File: config.mk
export PLATFORM = sky130hd
export DESIGN_NAME = regbank_writeback
export DESIGN_NICKNAME = d
export VERILOG_FILES = /design/src/rtl/regwb_pkg.sv /design/src/rtl/regwb_fifo.sv /design/src/rtl/regbank_writeback.sv
export SDC_FILE = /design/constraint.sdc
export NUM_CORES = 1
export LEC_CHECK = 0
export BUFFER_PORTS_ARGS = -buffer_cell sky130_fd_sc_hd__buf_4
export CELL_PAD_IN_SITES_DETAIL_PLACEMENT = 0
export CELL_PAD_IN_SITES_GLOBAL_PLACEMENT = 1
export CORE_AREA = 2 2 120 239
export DETAILED_ROUTE_END_ITERATION = 16
export DIE_AREA = 0 0 122 241
export GPL_ROUTABILITY_DRIVEN = 0
export PLACE_DENSITY = 0.66
export SLEW_MARGIN = 20
export SYNTH_ARGS = -nofsm -noshare
export SYNTH_HDL_FRONTEND = slang
export SYNTH_HIERARCHICAL = 1
export SYNTH_SLANG_ARGS = --single-unit
File: constraint.sdc
create_clock -name clk -period 3.2 [get_ports clk]
set_input_delay 0.16 -clock clk [delete_from_list [all_inputs] [get_ports clk]]
set_output_delay 0.16 -clock clk [all_outputs]
set_load 0.1 [all_outputs]
File: src/rtl/regwb_pkg.sv
// Shared types and constants for the register-bank writeback front end.
package regwb_pkg;

    localparam int REG_ADDR_W = 5;
    localparam int REG_DATA_W = 32;

    typedef struct packed {
        logic [REG_ADDR_W-1:0] addr;
        logic [REG_DATA_W-1:0] data;
    } wb_entry_t;

    // Register 0 is hardwired, so writes to it are dropped before queueing.
    function automatic logic is_zero_reg(input logic [REG_ADDR_W-1:0] addr);
        return addr == '0;
    endfunction

endpackage

File: src/rtl/regwb_fifo.sv
// In-order FIFO of writeback entries, with an oldest-first view of its
// contents for the bypass search.
module regwb_fifo
    import regwb_pkg::*;
#(
    parameter  int DEPTH = 4,
    localparam int PTR_W = $clog2(DEPTH),
    localparam int CNT_W = PTR_W + 1
) (
    input  logic             clk,
    input  logic             rst_n,
    input  logic             push_i,
    input  wb_entry_t        push_entry_i,
    input  logic             pop_i,
    output wb_entry_t        head_o,
    output logic             full_o,
    output logic             empty_o,
    output logic [CNT_W-1:0] count_o,
    output wb_entry_t        entries_o [DEPTH]
);

    logic [PTR_W-1:0] wr_ptr_q, wr_ptr_d;
    logic [PTR_W-1:0] rd_ptr_q, rd_ptr_d;
    logic [CNT_W-1:0] count_q, count_d;
    wb_entry_t        mem_q [DEPTH];
    logic             push_ok, pop_ok;

    assign full_o  = (count_q == CNT_W'(DEPTH));
    assign empty_o = (count_q == '0);
    assign count_o = count_q;
    assign head_o  = mem_q[rd_ptr_q];
    assign push_ok = push_i && !full_o;
    assign pop_ok  = pop_i && !empty_o;

    always_comb begin
        // NOTE: every always_comb output gets a default first so no path leaves it unassigned (no latch).
        wr_ptr_d = wr_ptr_q;
        rd_ptr_d = rd_ptr_q;
        count_d  = count_q;
        if (push_ok) wr_ptr_d = wr_ptr_q + PTR_W'(1);
        if (pop_ok)  rd_ptr_d = rd_ptr_q + PTR_W'(1);
        if (push_ok && !pop_ok)      count_d = count_q + CNT_W'(1);
        else if (pop_ok && !push_ok) count_d = count_q - CNT_W'(1);
    end

    always_ff @(posedge clk or negedge rst_n) begin
        // NOTE: sequential state uses non-blocking assignments so all flops update from pre-edge values.
        if (!rst_n) begin
            wr_ptr_q <= '0;
            rd_ptr_q <= '0;
            count_q  <= '0;
        end else begin
            wr_ptr_q <= wr_ptr_d;
            rd_ptr_q <= rd_ptr_d;
            count_q  <= count_d;
        end
    end

    // NOTE: storage is not reset; the pointers and count decide which slots are meaningful.
    always_ff @(posedge clk) begin
        if (push_ok) mem_q[wr_ptr_q] <= push_entry_i;
    end

    always_comb begin
        for (int i = 0; i < DEPTH; i++) begin
            entries_o[i] = mem_q[rd_ptr_q + PTR_W'(i)];
        end
    end

endmodule

File: src/rtl/regbank_writeback.sv
// Writeback front end: ALU/memory arbitration, in-order buffering and a
// registered bank write port. Optional bypass search under REGWB_BYPASS_EN.
module regbank_writeback
    import regwb_pkg::*;
#(
    parameter int DEPTH  = 4,
    parameter int ADDR_W = REG_ADDR_W,
    parameter int DATA_W = REG_DATA_W
) (
    input  logic                     clk,
    input  logic                     rst_n,
    input  logic                     alu_valid,
    input  logic [ADDR_W-1:0]        alu_addr,
    input  logic [DATA_W-1:0]        alu_data,
    output logic                     alu_ready,
    input  logic                     mem_valid,
    input  logic [ADDR_W-1:0]        mem_addr,
    input  logic [DATA_W-1:0]        mem_data,
    output logic                     mem_ready,
    input  logic                     wb_stall,
    output logic [ADDR_W-1:0]        addr_d,
    output logic [DATA_W-1:0]        data,
    output logic                     write,
    output logic [$clog2(DEPTH):0]   pending,
    output logic                     empty,
    input  logic [ADDR_W-1:0]        byp_addr,
    output logic                     byp_hit,
    output logic [DATA_W-1:0]        byp_data
);

    localparam int CNT_W = $clog2(DEPTH) + 1;

    wb_entry_t        push_entry, fifo_head;
    wb_entry_t        fifo_entries [DEPTH];
    logic             fifo_full, fifo_empty, push, pop;
    logic [CNT_W-1:0] fifo_count;

    logic              write_q, write_d;
    logic [ADDR_W-1:0] wb_addr_q, wb_addr_d;
    logic [DATA_W-1:0] wb_data_q, wb_data_d;

    assign alu_ready = !fifo_full;
    assign mem_ready = !fifo_full && !alu_valid;

    // Register-0 requests handshake normally but never reach the FIFO.
    always_comb begin
        push       = 1'b0;
        push_entry = '{addr: alu_addr, data: alu_data};
        if (alu_valid && alu_ready) begin
            push = !is_zero_reg(alu_addr);
        end else if (mem_valid && mem_ready) begin
            push       = !is_zero_reg(mem_addr);
            push_entry = '{addr: mem_addr, data: mem_data};
        end
    end

    assign pop = !fifo_empty && !wb_stall;

    regwb_fifo #(.DEPTH(DEPTH)) u_fifo (
        .clk          (clk),
        .rst_n        (rst_n),
        .push_i       (push),
        .push_entry_i (push_entry),
        .pop_i        (pop),
        .head_o       (fifo_head),
        .full_o       (fifo_full),
        .empty_o      (fifo_empty),
        .count_o      (fifo_count),
        .entries_o    (fifo_entries)
    );

    always_comb begin
        write_d   = pop;
        wb_addr_d = wb_addr_q;
        wb_data_d = wb_data_q;
        if (pop) begin
            wb_addr_d = fifo_head.addr;
            wb_data_d = fifo_head.data;
        end
    end

    always_ff @(posedge clk or negedge rst_n) begin
        if (!rst_n) begin
            write_q   <= 1'b0;
            wb_addr_q <= '0;
            wb_data_q <= '0;
        end else begin
            write_q   <= write_d;
            wb_addr_q <= wb_addr_d;
            wb_data_q <= wb_data_d;
        end
    end

    assign write   = write_q;
    assign addr_d  = wb_addr_q;
    assign data    = wb_data_q;
    assign pending = fifo_count;
    assign empty   = fifo_empty && !write_q;

`ifdef REGWB_BYPASS_EN
    // Lowest priority first: the in-flight bank write, then FIFO oldest to youngest.
    always_comb begin
        byp_hit  = 1'b0;
        byp_data = '0;
        if (write_q && wb_addr_q == byp_addr) begin
            byp_hit  = 1'b1;
            byp_data = wb_data_q;
        end
        for (int i = 0; i < DEPTH; i++) begin
            if (CNT_W'(i) < fifo_count && fifo_entries[i].addr == byp_addr) begin
                byp_hit  = 1'b1;
                byp_data = fifo_entries[i].data;
            end
        end
        if (is_zero_reg(byp_addr)) begin
            byp_hit  = 1'b0;
            byp_data = '0;
        end
    end
`else
    wb_entry_t unused_entries [DEPTH];
    logic      unused_byp;
    assign unused_entries = fifo_entries;
    assign unused_byp     = ^byp_addr;
    assign byp_hit        = 1'b0;
    assign byp_data       = '0;
`endif

endmodule

==> metrics.yaml, run 1 <==
run_status:
  status: "complete, no violations"
layout:
  register_area_um2: 5580
  layout_common_cells: "148 x edfxtp_1, 125 x buf_4, 56 x mux2_2"
  num-fill-cells: 2575
  nNetsFinal: 611
  multi_input_area_um2: 2090
  drive_above_1_share_pct: 48.9
  diodes: 0
  final_common_cell: "edfxtp_1"
  area_growth_pct: 17.3
routing:
  dr.first_iter.drc_count: 115
  first_pass_iters: 4
  ant_nets: 0
  wl_per_cell_um: 17.6
  via_per_inst: 4.30
  drc: 0
  wirelength_mm: 15.6
  num_vias: 3810
floorplanning:
  die_w_um: 122
  die_y_um: 241
  num_rows: 86
  dieArea_um2: 29400
  core_um2: 27400
  start_util_pct: 30.2
  num_io_pins: 161
grt:
  grt_max_degree: 46
  antenna_found_initial: 0
  grt.total_usage_pct: 11.1
  overflow: 0
  grt_pass1_vias: 4138
  grt_pass1_wl_mm: 23.5
critical_path:
  crit_end: "u_fifo/mem_q[2][18]"
  worstReg2RegStart: "u_fifo/count_o[2]"
  endpoint_kind: "register"
  r2r_cells: 6
  crit_start: "u_fifo/count_o[2]"
  critPathMaxFanout: 37
  timing.rr.end: "u_fifo/mem_q[2][18]"
  required_ps: 3250
  startpoint_type: "register"
  cp.arrival_ps: 2900
  path_class: "reg2reg"
  reg2reg_slack_ps: 350
power_and_ir_drop:
  power.internal_mw: 6.29
  pwr_density_cell_nw_per_um2: 1120
  seqPwrFrac_pct: 36.2
  total_power_mw: 10.9
  p_leak_nw: 3.57
  power_frac_comb_pct: 43.7
  irDropWorstVdd_mv: 0.407
  p_switching_mw: 4.62
  swShare_pct: 42.3
  pwr-share-clk_pct: 20.1
sta:
  finalHoldViolations: 0
  fin_crit_sh_pct: 89.1
  relSlewSlack_pct: 29.6
  final-max-slew-violation-count: 0
  fin_crit_ps: 2850
  finClkSkew_ps: 9.43
  tightest_slew_ps: 1060
  fin_setup_tns_ps: 0
  max_freq_ghz: 0.351
  rsz0062_at_grt: "false"
  final-setup-viol-count: 0
clocking:
  cts_resized: 0
  h-tree-depth: 4
  clkSinkCount: 193
  cts_buffer_depth: 2
  clk_pin_slew_worst_paths_ps: 70
  cts_buffers: 17
  cts_tree: "done"
  clock_latency_ps: 440
  cts_root_buf: "clkbuf_16"
logic_synthesis:
  ys.warnings.count: 6
  netlist_area_um2: 8280
  synthCells: 439
  synth.avg_cell_area_um2: 18.9
place:
  hpwl_mm: 10.0
  numPortBuffers: 122
job:
  drv_cap: 0
worst_hold_path:
  hp-class: "in2reg"
critical path, stage by stage (launching register included):
cell and delay [ps]:
dfrtp_2 430, nor3b_2 210, nor3b_4 190, o21ai_0 110, nand2_1 70, nor2b_1 480, and2_2 960
repair_timing:
action / in CTS / in global routing
hold buffers: 1 / 0
setup buffers: 0 / 0
hold endpoints to repair: 45 / 0
how the worst min path moves through the flow:
stage	start	to	slack (ps)	cells after the start
after floorplan	rst_n	addr_d[0]	-140	0
after global placement	rst_n	data[29]	230	1
after detailed placement	rst_n	data[27]	240	1
after CTS	alu_data[9]	u_fifo/mem_q[2][9]	60	2
after global routing	alu_data[9]	u_fifo/mem_q[0][9]	70	2
final	wb_stall	u_fifo/rd_ptr_q[0]	70	4
area by class of cell:
class	instances	share of cell area, %
flip-flops and latches	193	57.4
multi-input cells	177	21.5
repair buffers	127	9.97
clock buffers	20	4.60
well taps	352	4.53
clock inverters	12	1.75
inverters	5	0.193
sequential cells by signal, summed over array words and instances, names as in the netlist:
signal           cells
write                1
u_fifo/rd_ptr_q      2
u_fifo/wr_ptr_q      2
u_fifo/mem_q       148
addr_d               5
data                32
u_fifo/count_o       3
per-layer routing:
metal  share of wire (%)  GRT usage, %  routed length [um]  up-vias
li1                    -             -                   -     1715
met1                  36          11.4                5580     1957
met2                  58          21.1                9020      115
met3                 4.3          2.60                 669       23
met4                 2.1          4.81                 321        0
met5                   0             0                   0        -
power groups by stage:
stage / sequential [mW] / clock (mW) / combinational (mW)
after CTS: 3.98 / 2.27 / 4.86
after floorplan: 5.78 / 0 / 2.50
after global routing: 4.04 / 2.36 / 5.02
after global placement: 3.98 / 0 / 4.79
final: 3.95 / 2.19 / 4.77
after detailed placement: 4.04 / 0 / 4.85
stage by stage:
stage	hold WS (ps)	utilization (%)	setup slack, ps	cell area (um^2)	instances
6_report	72.0	35.4	350	9710	886
5_1_grt	68.7	35.4	149	9710	886
4_1_cts	57.3	35.4	281	9710	886
3_5_place_dp	237	33.1	303	9080	853
3_3_place_gp	230	33.1	415	9080	853
2_1_floorplan	-136	-	110	8410	471
Power figures use the tool's default switching activity.
==> run 2, diff against run 1 <==
Settings changed: CORE_AREA 2 2 120 239 to 2 2 109 216, DIE_AREA 0 0 122 241 to 0 0 111 218, PLACE_DENSITY 0.66 to 0.78.
==> metrics.yaml, run 2 (same netlist as run 1, synthesis figures left out) <==
clocking:
  h-tree-depth: 4  # unchanged
  clkSinkCount: 193  # unchanged
  cts_tree: "done"  # unchanged
  cts_buffers: 17  # unchanged
  clk_pin_slew_worst_paths_ps: 60  # was 70 ps
  cts_resized: 0  # unchanged
  clock_latency_ps: 430  # was 440 ps
  cts_buffer_depth: 2  # unchanged
  cts_root_buf: "clkbuf_16"  # unchanged
routing:
  ant_nets: 0  # unchanged
  via_per_inst: 4.67  # was 4.30
  drc: 0  # unchanged
  dr.first_iter.drc_count: 162  # was 115
  num_vias: 3812  # was 3,810
  wirelength_mm: 14.6  # was 15.6 mm
  wl_per_cell_um: 17.9  # was 17.6 um
  first_pass_iters: 4  # unchanged
power_and_ir_drop:
  p_leak_nw: 3.57  # about the same
  pwr_density_cell_nw_per_um2: 1120  # about the same
  irDropWorstVdd_mv: 0.581  # was 0.407 mV
floorplanning:
  start_util_pct: 36.7  # was 30.2%
  die_y_um: 218  # was 241 um
  die_w_um: 111  # was 122 um
  num_io_pins: 161  # unchanged
  dieArea_um2: 24200  # was 29,400 um^2
  core_um2: 22500  # was 27,400 um^2
  num_rows: 78  # was 86
sta:
  fin_crit_ps: 2790  # was 2850 ps
  max_freq_ghz: 0.358  # was 0.351 GHz
  fin_crit_sh_pct: 87.2  # was 89.1%
  fin_setup_tns_ps: 0  # unchanged
  final-max-slew-violation-count: 0  # unchanged
  finClkSkew_ps: 6.96  # was 9.43 ps
  final-setup-viol-count: 0  # unchanged
  finalHoldViolations: 0  # unchanged
  relSlewSlack_pct: 29.8  # was 29.6%
  tightest_slew_ps: 1050  # was 1060 ps
  rsz0062_at_grt: "false"  # unchanged
critical_path:
  max_stage_delay_ps: 940  # was 960 ps
  crit_family: "simple AND/OR/NAND/NOR gates"  # unchanged
  required_ps: 3250  # about the same
  cp.arrival_ps: 2840  # was 2900 ps
  cp.depth: 6  # unchanged
  critical_path_buf_inv_count: 0  # unchanged
  path_class: "reg2reg"  # unchanged
  crit_chain: "nor3b_2, nor3b_4, o21ai_0, nand2_1, nor2b_1, and2_2"  # unchanged
  endpoint_kind: "register"  # unchanged
  r2r_cells: 6  # unchanged
  startpoint_type: "register"  # unchanged
  slowest_stage: "and2_2"  # unchanged
  critPathMaxFanout: 37  # unchanged
layout:
  diodes: 0  # unchanged
  area_growth_pct: 16.2  # was 17.3%
  layout_common_cells: "148 x edfxtp_1, 125 x buf_4, 56 x mux2_2"  # unchanged
  num-fill-cells: 1972  # was 2,575
  final_common_cell: "edfxtp_1"  # unchanged
  finalNonFillerCells: 816  # was 886
  drive_above_1_share_pct: 49.3  # was 48.9%
  largest_register: "u_fifo/mem_q"  # unchanged
  largest_reg_flops: 148  # unchanged
  nNetsFinal: 613  # was 611
run_status:
  status: "complete, no violations"  # unchanged
job:
  drv_cap: 0  # unchanged
grt:
  grt_pass1_wl_mm: 22.6  # was 23.5 mm
  grt_max_degree: 46  # unchanged
  grt_pass1_vias: 4246  # was 4,138
  antenna_found_initial: 0  # unchanged
  overflow: 0  # unchanged
  grt.total_usage_pct: 12.6  # was 11.1%
worst_hold_path:
  holdPathStages: 2  # was 4
  hp-class: "in2reg"  # unchanged
place:
  hpwl_mm: 9.77  # was 10.0 mm
  numPortBuffers: 122  # unchanged
  dp_cells: 783  # was 853
-- run 2: cell types whose count changed in the layout (fill, tap and decap cells not counted), sizes merged --
cell	delta
inv	-1
clkinvlp	+1
buf	+2
bufinv	-1
clkinv	+2
clkbuf	-1
-- run 2: stage by stage --
step                area [um^2]  setup WS, ps  util (%)  power, mW  hold slack [ps]
floorplan                  8410           110         -       8.27             -136
global placement           9030           442      40.1       8.72              220
detailed placement         9030           389      40.1       8.87              218
CTS                        9620           375      42.7       10.9             57.0
global route               9620           201      42.7       11.2             69.4
finish                     9620           409      42.7       10.8             86.3
-- run 2: area by class of cell --
| cell class | count | area (um^2) | share of cell area (%) |
|---|---|---|---|
| Sequential cell | 193 | 5580 | 58.0 |
| Multi-Input combinational cell | 177 | 2090 | 21.7 |
| Timing Repair Buffer | 129 | 1010 | 10.5 |
| Clock buffer | 19 | 443 | 4.60 |
| Tap cell | 280 | 350 | 3.64 |
| Clock inverter | 13 | 135 | 1.40 |
| Inverter | 5 | 18.8 | 0.195 |
-- run 2: per-layer routing --
layer	up-vias	wire length (um)	share of wire (%)	GRT usage, %
met3	16	703	4.8	3.20
li1	1722	-	-	-
met1	1946	5120	35	12.8
met2	128	8450	58	23.9
met4	0	302	2.1	5.50
met5	-	0	0	0
-- run 2: timing repair --
item	CTS	global route
hold endpoints to repair	45	0
hold buffers	1	0
buffers inserted	0	0
-- run 2: worst paths after layout --
check,startpoint,end,slack [ps]
max in group asynchronous,rst_n,u_fifo/rd_ptr_q[0],2450
worst max register to register,u_fifo/count_o[2],u_fifo/mem_q[2][22],410
min in group asynchronous,rst_n,data[30],280
worst min-delay path,alu_data[2],u_fifo/mem_q[2][2],90
worst max-delay path,u_fifo/count_o[2],u_fifo/mem_q[2][22],410
worst min register to register,u_fifo/count_o[2],u_fifo/count_o[2],490
-- run 2: power by group --
part,internal (mW),leakage [nW],total (mW),switching [mW]
logic,1.45,1.40,4.75,3.31
clock network,1.17,0.284,2.04,0.871
registers,3.60,1.88,3.98,0.376
total,6.22,3.57,10.8,4.55
-- run 2: worst register-to-register path: cells and delay by family (launching register included) --
kind	cells	cell delay [ps]
and+or+nand+nor	5	1850
AOI/OAI and AO/OA	1	110
DFF	1	420
==> run 3, diff against run 2 <==
Settings changed: PLACE_DENSITY 0.78 to default, PLACE_DENSITY_LB_ADDON from default to 0.15.
==> metrics.yaml, run 3 (same netlist as run 1, synthesis figures left out) <==
run_status:
  status: "complete, no violations"  # unchanged
layout:
  diodes: 0  # unchanged
  largest_reg_flops: 148  # unchanged
  finalNonFillerCells: 814  # was 816
  area_growth_pct: 15.7  # was 16.2%
  final_common_cell: "edfxtp_1"  # unchanged
  layout_common_cells: "148 x edfxtp_1, 125 x buf_4, 56 x mux2_2"  # unchanged
  drive_above_1_share_pct: 48.7  # was 49.3%
  nNetsFinal: 611  # was 613
  largest_register: "u_fifo/mem_q"  # unchanged
job:
  drv_cap: 0  # unchanged
clocking:
  cts_buffer_depth: 2  # unchanged
  cts_tree: "done"  # unchanged
  cts_setup_buffers: 0  # unchanged
  cts_resized: 0  # unchanged
  clk_pin_slew_worst_paths_ps: 70  # was 60 ps
  clock_latency_ps: 430  # about the same
  cts_buffers: 17  # unchanged
  cts_root_buf: "clkbuf_16"  # unchanged
  clkSinkCount: 193  # unchanged
  h-tree-depth: 4  # unchanged
sta:
  finClkSkew_ps: 5.31  # was 6.96 ps
  fin_ws_ps: 513  # was 409 ps
  final-max-slew-violation-count: 0  # unchanged
  tightest_slew_ps: 681  # was 1050 ps
  fin_setup_tns_ps: 0  # unchanged
  final-setup-viol-count: 0  # unchanged
  fin_crit_ps: 2690  # was 2790 ps
  fin_crit_sh_pct: 84.0  # was 87.2%
  holdWs_ps: 67.7  # was 86.3 ps
  relSlewSlack_pct: 54.6  # was 29.8%
  max_freq_ghz: 0.372  # was 0.358 GHz
  finalHoldViolations: 0  # unchanged
  rsz0062_at_grt: "false"  # unchanged
grt:
  grt.total_usage_pct: 13.6  # was 12.6%
  grt_max_degree: 46  # unchanged
  overflow: 0  # unchanged
  grt_pass1_vias: 4229  # was 4,246
  grt_pass1_wl_mm: 24.1  # was 22.6 mm
  antenna_found_initial: 0  # unchanged
routing:
  ant_nets: 0  # unchanged
  drc: 0  # unchanged
  dr.first_iter.drc_count: 180  # was 162
  wl_per_cell_um: 19.1  # was 17.9 um
  num_vias: 3803  # was 3,812
  first_pass_iters: 4  # unchanged
  wirelength_mm: 15.5  # was 14.6 mm
  via_per_inst: 4.67  # about the same
floorplanning:
  num_io_pins: 161  # unchanged
  dieArea_um2: 24200  # unchanged
  start_util_pct: 36.7  # unchanged
  die_w_um: 111  # unchanged
  core_um2: 22500  # unchanged
  num_rows: 78  # unchanged
  die_y_um: 218  # unchanged
critical_path:
  critPathMaxFanout: 7  # was 37
  reg2reg_slack_ps: 510  # was 410 ps
  endpoint_kind: "register"  # unchanged
  cp.arrival_ps: 3040  # was 2840 ps
  path_class: "reg2reg"  # unchanged
  startpoint_type: "register"  # unchanged
  required_ps: 3550  # was 3250 ps
place:
  dp_cells: 781  # was 783
  hpwl_mm: 9.59  # was 9.77 mm
  pre_cts_ws_ps: 336  # was 389 ps
  numPortBuffers: 122  # unchanged
worst_hold_path:
  hp-class: "in2reg"  # unchanged
power_and_ir_drop:
  irDropWorstVdd_mv: 0.603  # was 0.581 mV
  pwr_density_cell_nw_per_um2: 1120  # about the same
  total_power_mw: 10.8  # about the same
  p_leak_nw: 3.53  # was 3.57 nW
==> run 3: layer usage <==
metal / wire (um) / GRT usage [%] / vias up / part of all wire (%)
li1: - / - / 1717 / -
met1: 5740 / 14.4 / 1954 / 37
met2: 8900 / 25.7 / 116 / 57
met3: 569 / 3.17 / 16 / 3.7
met4: 299 / 5.54 / 0 / 1.9
met5: 0 / 0 / - / 0
==> run 3: worst max-delay path: stages, from the launching register on <==
cell and delay, ps:
dfrtp_2 430, nor3b_2 210, nor3b_4 190, o21ai_0 100, nand2_1 60, nor2b_1 470
ha_1 280, inv_1 70, fa_1 380, xor2_1 150, nor2_1 110, xor2_1 150
==> run 3: timing repair <==
item	CTS	global route
endpoints found under the setup margin	0	0
hold buffers	1	0
hold endpoints to repair	45	0
==> run 3: path summary, 6_finish.rpt <==
kind	from	endpoint	depth (start not counted)
setup / recovery	u_fifo/count_o[2]	u_fifo/count_o[2]	11
hold / removal	wb_stall	u_fifo/rd_ptr_q[0]	4
setup reg to reg	u_fifo/count_o[2]	u_fifo/count_o[2]	11
hold reg to reg	u_fifo/count_o[2]	u_fifo/count_o[2]	1
max in group asynchronous	rst_n	u_fifo/rd_ptr_q[0]	2
min in group asynchronous	rst_n	data[14]	2
==> run 3: stage by stage <==
stage	instance area, um^2	util (%)
detailed placement	8990	39.9
global route	9580	42.5
floorplan	8410	-
CTS	9570	42.5
finish	9580	42.5
global placement	8990	39.9
==> run 3: power breakdown <==
group | internal (mW) | total (mW) | switching [mW]
Sequential | 3.60 | 4.00 | 0.401
Combinational | 1.42 | 4.71 | 3.28
Clock | 1.15 | 2.06 | 0.909
Total | 6.17 | 10.8 | 4.59
==> run 3: area by class of cell <==
| class | instances | area [um^2] |
|---|---|---|
| timing repair buffer | 127 | 968 |
| tap | 280 | 350 |
| sequential | 193 | 5580 |
| inverter | 5 | 18.8 |
| multi-input combinational | 177 | 2090 |
| clock buffer | 19 | 433 |
| fill | 2021 | 13000 |
| clock inverter | 13 | 138 |
